**src/rtl/controlador_display.sv**
```systemverilog
// controlador_display
// Time-multiplexed scan controller for the vending machine's multi-digit
// 7-segment display. One 4-bit symbol code is stored per digit. The single
// shared decoder is driven for one digit slot at a time. The block provides a
// blanking gap at the start of each slot, per-digit blink and a write port.
//
// Ports:
//   clk          system clock, rising edge
//   rst_n        asynchronous active-low reset
//   wr_valid     write request (held by the writer until accepted)
//   wr_ready     controller can accept a write (drops for one cycle after a transfer)
//   wr_idx       target digit position
//   wr_code      symbol code to store
//   wr_err       one-cycle pulse after an accepted write with wr_idx >= N_DIGITS
//   blink_mask   bit i = 1 makes digit i blink
//   dec_code     code for the shared decoder (4'b1111 = all segments off)
//   dig_en       one-hot active-high digit enable, all zero while dark
//   frame_start  one-cycle pulse in the first cycle of slot 0
module controlador_display #(
    parameter int N_DIGITS     = 4,
    parameter int PRESCALE     = 1000,
    parameter int BLANK        = 8,
    parameter int BLINK_FRAMES = 64,
    localparam int IDX_W       = $clog2(N_DIGITS)
) (
    input  logic                clk,
    input  logic                rst_n,
    input  logic                wr_valid,
    output logic                wr_ready,
    input  logic [IDX_W-1:0]    wr_idx,
    input  logic [3:0]          wr_code,
    output logic                wr_err,
    input  logic [N_DIGITS-1:0] blink_mask,
    output logic [3:0]          dec_code,
    output logic [N_DIGITS-1:0] dig_en,
    output logic                frame_start
);
    localparam int CNT_W = $clog2(PRESCALE);
    localparam int FR_W  = (BLINK_FRAMES > 1) ? $clog2(BLINK_FRAMES) : 1;
    localparam logic [IDX_W:0] NDIG_C = (IDX_W+1)'(N_DIGITS);
    localparam logic [3:0] CODE_OFF = 4'b1111;

    // ST_START is only held during reset; the first edge after release
    // moves into slot 0 / cnt 0, so that cycle already shows frame_start.
    typedef enum logic [1:0] {
        ST_START = 2'd0,
        ST_BLANK = 2'd1,
        ST_SHOW  = 2'd2
    } state_t;

    state_t               r_state;
    logic [CNT_W-1:0]     r_cnt;
    logic [IDX_W-1:0]     r_slot;
    logic [FR_W-1:0]      r_frame;
    logic                 r_phase;
    logic [3:0]           r_code [N_DIGITS];
    logic [3:0]           r_hold_code;
    logic                 r_hold_mask;
    logic                 r_wr_ready;
    logic                 r_wr_err;
    logic [3:0]           r_dec_code;
    logic [N_DIGITS-1:0]  r_dig_en;
    logic                 r_frame_start;

    state_t               w_state_nxt;
    logic [CNT_W-1:0]     w_cnt_nxt;
    logic [IDX_W-1:0]     w_slot_nxt;
    logic [FR_W-1:0]      w_frame_nxt;
    logic                 w_phase_nxt;
    logic                 w_show_entry;
    logic [3:0]           w_code_cur;
    logic                 w_mask_cur;
    logic [3:0]           w_hold_code_nxt;
    logic                 w_hold_mask_nxt;
    logic [3:0]           w_dec_nxt;
    logic [N_DIGITS-1:0]  w_dig_en_nxt;
    logic                 w_frame_start_nxt;
    logic                 w_accept;
    logic                 w_idx_bad;

    assign w_accept  = wr_valid & r_wr_ready;
    assign w_idx_bad = ({1'b0, wr_idx} >= NDIG_C);

    // Next scan position (cnt, slot, frame, blink phase) and slot sub-state.
    always_comb begin
        w_cnt_nxt   = r_cnt;
        w_slot_nxt  = r_slot;
        w_frame_nxt = r_frame;
        w_phase_nxt = r_phase;
        case (r_state)
            ST_BLANK, ST_SHOW: begin
                if (r_cnt == CNT_W'(PRESCALE-1)) begin
                    w_cnt_nxt = {CNT_W{1'b0}};
                    if (r_slot == IDX_W'(N_DIGITS-1)) begin
                        w_slot_nxt = {IDX_W{1'b0}};
                        // Phase flips on the frame wrap, i.e. on a slot boundary.
                        if (r_frame == FR_W'(BLINK_FRAMES-1)) begin
                            w_frame_nxt = {FR_W{1'b0}};
                            w_phase_nxt = ~r_phase;
                        end else begin
                            w_frame_nxt = r_frame + FR_W'(1);
                        end
                    end else begin
                        w_slot_nxt = r_slot + IDX_W'(1);
                    end
                end else begin
                    w_cnt_nxt = r_cnt + CNT_W'(1);
                end
            end
            default: begin
                w_cnt_nxt  = {CNT_W{1'b0}};
                w_slot_nxt = {IDX_W{1'b0}};
            end
        endcase

        if (w_cnt_nxt < CNT_W'(BLANK)) begin
            w_state_nxt = ST_BLANK;
        end else begin
            w_state_nxt = ST_SHOW;
        end
        w_show_entry = (w_cnt_nxt == CNT_W'(BLANK));
    end

    // Display outputs for the upcoming cycle; code and mask are latched on SHOW entry.
    always_comb begin
        w_code_cur   = CODE_OFF;
        w_mask_cur   = 1'b0;
        w_dig_en_nxt = {N_DIGITS{1'b0}};
        w_dec_nxt    = CODE_OFF;
        for (int i = 0; i < N_DIGITS; i++) begin
            w_code_cur = (w_slot_nxt == IDX_W'(i)) ? r_code[i] : w_code_cur;
            w_mask_cur = (w_slot_nxt == IDX_W'(i)) ? blink_mask[i] : w_mask_cur;
        end
        // r_code is read before this edge's write lands, so a write on the
        // entry edge is seen only in the next frame.
        w_hold_code_nxt = w_show_entry ? w_code_cur : r_hold_code;
        w_hold_mask_nxt = w_show_entry ? w_mask_cur : r_hold_mask;

        case (w_state_nxt)
            ST_SHOW: begin
                if (w_phase_nxt && w_hold_mask_nxt) begin
                    w_dig_en_nxt = {N_DIGITS{1'b0}};
                    w_dec_nxt    = CODE_OFF;
                end else begin
                    for (int i = 0; i < N_DIGITS; i++) begin
                        w_dig_en_nxt[i] = (w_slot_nxt == IDX_W'(i));
                    end
                    w_dec_nxt = w_hold_code_nxt;
                end
            end
            default: begin
                w_dig_en_nxt = {N_DIGITS{1'b0}};
                w_dec_nxt    = CODE_OFF;
            end
        endcase

        w_frame_start_nxt = (w_slot_nxt == {IDX_W{1'b0}}) && (w_cnt_nxt == {CNT_W{1'b0}});
    end

    // Scan state, handshake and registered outputs.
    always_ff @(posedge clk or negedge rst_n) begin
        if (!rst_n) begin
            r_state       <= ST_START;
            r_cnt         <= {CNT_W{1'b0}};
            r_slot        <= {IDX_W{1'b0}};
            r_frame       <= {FR_W{1'b0}};
            r_phase       <= 1'b0;
            r_hold_code   <= CODE_OFF;
            r_hold_mask   <= 1'b0;
            r_wr_ready    <= 1'b0;
            r_wr_err      <= 1'b0;
            r_dec_code    <= CODE_OFF;
            r_dig_en      <= {N_DIGITS{1'b0}};
            r_frame_start <= 1'b0;
        end else begin
            r_state       <= w_state_nxt;
            r_cnt         <= w_cnt_nxt;
            r_slot        <= w_slot_nxt;
            r_frame       <= w_frame_nxt;
            r_phase       <= w_phase_nxt;
            r_hold_code   <= w_hold_code_nxt;
            r_hold_mask   <= w_hold_mask_nxt;
            // Ready drops for exactly one cycle after every transfer.
            r_wr_ready    <= ~w_accept;
            r_wr_err      <= w_accept & w_idx_bad;
            r_dec_code    <= w_dec_nxt;
            r_dig_en      <= w_dig_en_nxt;
            r_frame_start <= w_frame_start_nxt;
        end
    end

    // Per-digit code storage; out-of-range indices match no entry.
    always_ff @(posedge clk or negedge rst_n) begin
        if (!rst_n) begin
            for (int i = 0; i < N_DIGITS; i++) begin
                r_code[i] <= CODE_OFF;
            end
        end else begin
            for (int i = 0; i < N_DIGITS; i++) begin
                if (w_accept && !w_idx_bad && (wr_idx == IDX_W'(i))) begin
                    r_code[i] <= wr_code;
                end else begin
                    r_code[i] <= r_code[i];
                end
            end
        end
    end

    assign wr_ready    = r_wr_ready;
    assign wr_err      = r_wr_err;
    assign dec_code    = r_dec_code;
    assign dig_en      = r_dig_en;
    assign frame_start = r_frame_start;

endmodule

```
**config.mk**
```make
export PLATFORM = sky130hd
export DESIGN_NAME = controlador_display
export DESIGN_NICKNAME = d
export VERILOG_FILES = /design/src/rtl/controlador_display.sv
export SDC_FILE = /design/constraint.sdc
export NUM_CORES = 1
export LEC_CHECK = 0
export CORE_UTILIZATION = 55
export CTS_BUF_LIST = sky130_fd_sc_hd__clkbuf_4 sky130_fd_sc_hd__clkbuf_8 sky130_fd_sc_hd__clkbuf_16
export DETAILED_ROUTE_END_ITERATION = 7
export GPL_ROUTABILITY_DRIVEN = 1
export PLACE_DENSITY = 0.78
export SLEW_MARGIN = 20
export SYNTH_ARGS = -nofsm -noshare
export SYNTH_HDL_FRONTEND = slang
export SYNTH_SLANG_ARGS = --single-unit
```
**constraint.sdc**
```tcl
create_clock -name clk -period 4.2 [get_ports clk]
set_input_delay 1.05 -clock clk [delete_from_list [all_inputs] [get_ports clk]]
set_output_delay 1.05 -clock clk [all_outputs]
set_load 0.05 [all_outputs]
```
# Yosys cells after proc, flatten, opt, wreduce, memory -nomap -nowiden
# Index checks and enable logic that the tools add are counted.
totals:
  ff_bits: 52
  input_bits: 13
op_classes:
  add_sub_neg: 3
  n_lt_le_gt_ge: 1
  eq_ne: 13
  muxes: 25
  bitwise_logic: 3
  n_reduce_logical: 11
ops:
  columns: ["cell", "n"]
  rows:
  - ["$mux 4", 9]
  - ["$mux 10", 2]
  - ["$eq 2x2->1 const B", 7]
  - ["$add 10x1->10 const B", 1]
  - ["$eq 10x10->1 const B", 1]
  - ["$eq 10x4->1 const B", 1]
  - ["$logic_not 10->1", 1]
  - ["$lt 10x4->1 const B", 1]
  - ["$mux 1", 9]
  - ["$mux 2", 4]
  - ["$add 6x1->6 const B", 1]
  - ["$eq 2x1->1 const B", 3]
  - ["$eq 6x6->1 const B", 1]
  - ["$logic_and 1x1->1", 6]
  - ["$mux 6", 1]
  - ["$logic_not 2->1", 2]
  - ["$reduce_and 3->1", 1]
  - ["$add 2x1->2 const B", 1]
  - ["$not 1->1", 2]
  - ["$reduce_or 2->1", 1]
  - ["$and 1x1->1", 1]

# Logic depth before layout (Yosys ltp)
logic_depth:
  depth_word: 13
  ltp_mapped: 9
  ltp_nobuf: 9

# Worst setup path before layout
# Ideal clock, no wire load.
synth_path:
  path_type: "register to register"
  start: "register r_cnt[4]"
  end: "register r_dec_code[3], in the netlist dec_code[3]"
  setup_ns: 0.082
  arrival_time_ns: 2.922
  slack_ns: 1.196
  stages_incl_launch_ff: 8
  n_path_buf: 0
  period_less_slack_ns: 3.004
  path_cell_list: "dfrtp_1 -> or3b_2 -> nor3_1 -> mux2i_1 -> mux2i_1 -> mux2i_1 -> a311o_1 -> or2_1"
synth_via:
  elab_chain_len: 12
  word_cells_on_any_way: 29
  cone_classes: "1 x add/sub; 1 x order compare; 6 x eq/ne; 19 x mux; 2 x reduce/logical"
synth_rtl:
  columns: ["item", "line_no", "source"]
  rows:
  - ["start: declaration", "52", "logic [CNT_W-1:0] r_cnt;"]
  - ["start signal: assignment", "164", "r_cnt <= {CNT_W{1'b0}};"]
  - ["start signal: assignment", "177", "r_cnt <= w_cnt_nxt;"]
  - ["parallel branches: the longest is 11 deep, another holds $add 10x1->10", null, null]
  - ["$mux 4 (*)", "139", "case (w_state_nxt)"]
  - ["via w_dec_nxt[3]", "75", "logic [3:0] w_dec_nxt;"]
  - ["end signal: assignment", "186", "r_dec_code <= w_dec_nxt;"]
  - ["end: declaration", "61", "logic [3:0] r_dec_code;"]
# Mark *: on every way through the listed nets, which the timed path passes.
# A chain may end at the register's enable or synchronous reset.

# Worst setup path in the final report
layout_path:
  start: "register r_cnt[4]"
  end: "register r_dig_en[2], in the netlist dig_en[2]"
layout_via:
  elab_chain_len: 12
  word_cells_on_any_way: 24
  cone_classes: "1 x add/sub; 1 x order compare; 6 x eq/ne; 14 x mux; 2 x reduce/logical"
layout_rtl:
  columns: ["item", "line_no", "source"]
  rows:
  - ["parallel branches: the longest is 11 deep, another holds $add 10x1->10", null, null]
  - ["$mux 4 (*)", "139", null]
  - ["via w_dig_en_nxt[2]", "76", "logic [N_DIGITS-1:0] w_dig_en_nxt;"]
  - ["end signal: assignment", "173", "r_dig_en <= {N_DIGITS{1'b0}};"]
  - ["end signal: assignment", "187", "r_dig_en <= w_dig_en_nxt;"]
  - ["end: declaration", "62", "logic [N_DIGITS-1:0] r_dig_en;"]
# Marked as above.

==> impl_metrics.py <==
metrics = {
    "finish": {
        "final_util_pct": 68.6,
        "drive_above_1_share_pct": 26.4,
        "final_area_um2": 2820,
        "layout.nets": 250,
        "diodes": 0,
        "synthToLayoutAreaGrowth_pct": 16.0,
        "final_cells": 285,
    },
    "drt": {
        "wirelength_mm": 4.47,
        "vias": 1689,
        "drtIter0Drc": 146,
        "antenna_left": 0,
        "via_per_inst": 5.93,
        "firstDrtPassIters": 4,
        "drcViolationCount": 0,
        "wire_per_inst_um": 15.7,
    },
    "sta": {
        "fin_setup_tns_ns": 0,
        "slew_headroom_pct": 55.7,
        "finalClockSkew_ns": 0.00552,
        "hold_violations": 0,
        "slew_violations": 0,
        "rsz0062_at_grt": "no",
        "setup-violations-final": 0,
        "worstMarginPinSlew_ns": 0.659,
        "finalCritPeriodShare_pct": 76.4,
        "fin_crit_ns": 3.21,
        "whs_ns": 0.476,
        "setup_ws_ns": 0.989,
        "max_freq_mhz": 311,
    },
    "synthesis": {
        "synth_cell_types": 41,
        "synth_top_cell_area_share_pct": 28.8,
        "netlist_area_um2": 2430,
        "syn_nets": 222,
        "yosysTopAreaCell": "dfrtp_1",
        "synth-seq-cells": 52,
        "ys_top_cells_by_area": "dfrtp_1 29%, dfstp_2 26%, mux2_2 11%, mux2i_1 5.3%, nand2_1 3.2%",
        "synthArstFlopShare_pct": 100,
        "ys_warn_count": 0,
        "synth_ff_type": "dfrtp_1",
        "netlist_instances": 206,
        "synth-seq-area-share_pct": 54.7,
        "synth-edff-count": 0,
        "syn_avg_cell_area_um2": 11.8,
    },
    "cts": {
        "clock_path_buffers": 2,
        "clock_sinks": 52,
        "cts_tree": "done",
        "post-cts-setup-buffer-count": 0,
        "cts_buffers": 5,
        "hold_buffers": 0,
        "root_buffer": "clkbuf_8",
        "clk_pin_slew_ns": 0.09,
        "cts_resized": 0,
        "clock_latency_ns": 0.30,
        "htreeDepth": 2,
    },
    "global_routing": {
        "grt-ovfl-total": 0,
        "grt_pass1_vias": 1632,
        "grt_antenna_before_repair": 0,
        "grt_pass1_wl_mm": 7.44,
        "grt_usage_pct": 22.1,
        "grt_max_degree": 53,
    },
    "floorplanning": {
        "die_h_um": 68.5,
        "rows": 23,
        "die_w_um": 68.5,
        "core_um2": 4120,
        "pin_count": 24,
        "initial_core_util_pct": 59.2,
        "dieArea_um2": 4700,
    },
    "place": {
        "place_congestion": 0.852,
        "io_buffers": 22,
        "dpl.hpwl_mm": 3.38,
        "dpl_cell_area_um2": 2720,
        "dp_cells": 277,
        "dp_slack_ns": 1.03,
    },
    "worst_hold_path": {
        "hold_class": "reg -> reg",
    },
    "power_and_ir_drop": {
        "leakage_nw": 1.11,
        "power_mw": 1.04,
        "powerDensity_nw_per_um2": 369,
        "ir_drop_uv": 240,
    },
    "critical_path": {
        "critPathMaxFanout": 9,
        "worst_setup_path_start_kind": "flip-flop",
        "required_ns": 4.41,
        "crit_arrival_ns": 3.42,
        "end_kind": "flip-flop",
        "crit_type": "reg -> reg",
    },
    "job": {
        "max_cap_violations": 0,
    },
    "outcome": {
        "status": "complete, no violations",
    },
}
## cells by family (layout without fill, tap and decap cells)
| family | Yosys count | after routing | share of synthesized area, % |
|---|---|---|---|
| xor+xnor | 8 | 8 | 3.19 |
| flops | 52 | 52 | 54.7 |
| fa+ha+maj | 3 | 3 | 1.54 |
| buf+inv | 5 | 34 | 0.976 |
| other cells | 1 | 1 | 0.154 |
| mux | 36 | 36 | 16.0 |
| compound gates | 28 | 28 | 7.55 |
| simple gates | 73 | 73 | 15.9 |
## power by group
group          internal [mW]  switching [mW]
combinational         0.0633          0.0612
clock                  0.159           0.157
sequential             0.579          0.0223
## synthesized netlist by cell type, types with 5 or more instances
library cell	instances
dfrtp_1	28
dfstp_2	24
mux2_2	23
nand2_1	21
mux2i_1	13
o21ai_0	10
nor2_1	9
a21oi_1	6
nand3_1	6
xnor2_1	6
and3_1	5
nand4_1	5
## layer usage
metal / routed length, um / up-vias / track usage (%)
met1: 1760 / 844 / 24.3
met3: 127 / 11 / 5.10
met2: 2490 / 25 / 40.6
met5: 0 / - / 0
met4: 93 / 0 / 9.38
li1: - / 809 / -
## worst max-delay path, stage by stage, from the launching register on
cell	delay (ns)
dfrtp_1	0.46
or3b_2	0.54
nor3_1	0.46
mux2i_2	0.58
mux2i_1	0.24
mux2i_1	0.11
a311o_1	0.48
nor3b_1	0.24
## path summary, 6_finish.rpt
kind / from / depth (start not counted) / slack, ns / end
worst max-delay path: r_cnt[4] / 7 / 0.99 / dig_en[2]
worst min-delay path: r_frame[5] / 1 / 0.48 / r_frame[5]
worst max register to register: r_cnt[4] / 7 / 0.99 / dig_en[2]
worst min register to register: r_frame[5] / 1 / 0.48 / r_frame[5]
max in group asynchronous: rst_n / 1 / 3.02 / dig_en[1]
min in group asynchronous: rst_n / 1 / 0.76 / r_state[0]
## flip-flops by register name, indices dropped and copies added (netlist names)
register and count:
dec_code 4, dig_en 4, frame_start 1, r_cnt 10, r_code 16, r_frame 6, r_hold_code 4, r_hold_mask 1
r_phase 1, r_slot 2, r_state 2, wr_ready 1
## cell type report
cell class                      count  area, um2
Timing Repair Buffer               24        233
Multi-Input combinational cell    149       1080
Inverter                            2       7.51
Clock buffer                        7        101
Clock inverter                      1       5.00
Tap cell                           50       62.6
Sequential cell                    52       1330
Fill cell                         312       1290
## cells in the final DEF, fill, tap and decap left out, types with 2 or more instances in the layout
| cell type | synthesis | final |
|---|---|---|
| dfrtp_1 | 28 | 28 |
| dfstp_2 | 24 | 24 |
| mux2_2 | 23 | 23 |
| nand2_1 | 21 | 21 |
| clkdlybuf4s50_1 | 0 | 21 |
| mux2i_1 | 13 | 12 |
| o21ai_0 | 10 | 10 |
| nor2_1 | 9 | 9 |
| nand3_1 | 6 | 6 |
| a21oi_1 | 6 | 6 |
| xnor2_1 | 6 | 6 |
| nand4_1 | 5 | 5 |
| and3_1 | 5 | 5 |
| clkbuf_8 | 0 | 5 |
| or3_1 | 4 | 4 |
| nor3_1 | 4 | 4 |
| nor4_1 | 4 | 4 |
| or2_1 | 4 | 4 |
| o211ai_1 | 3 | 3 |
| ha_1 | 3 | 3 |
| buf_4 | 1 | 3 |
| or4_1 | 2 | 2 |
| and2_1 | 2 | 2 |
| o31ai_1 | 2 | 2 |
| a211o_1 | 2 | 2 |
| inv_1 | 2 | 2 |
(Power assumes the default switching activity.)
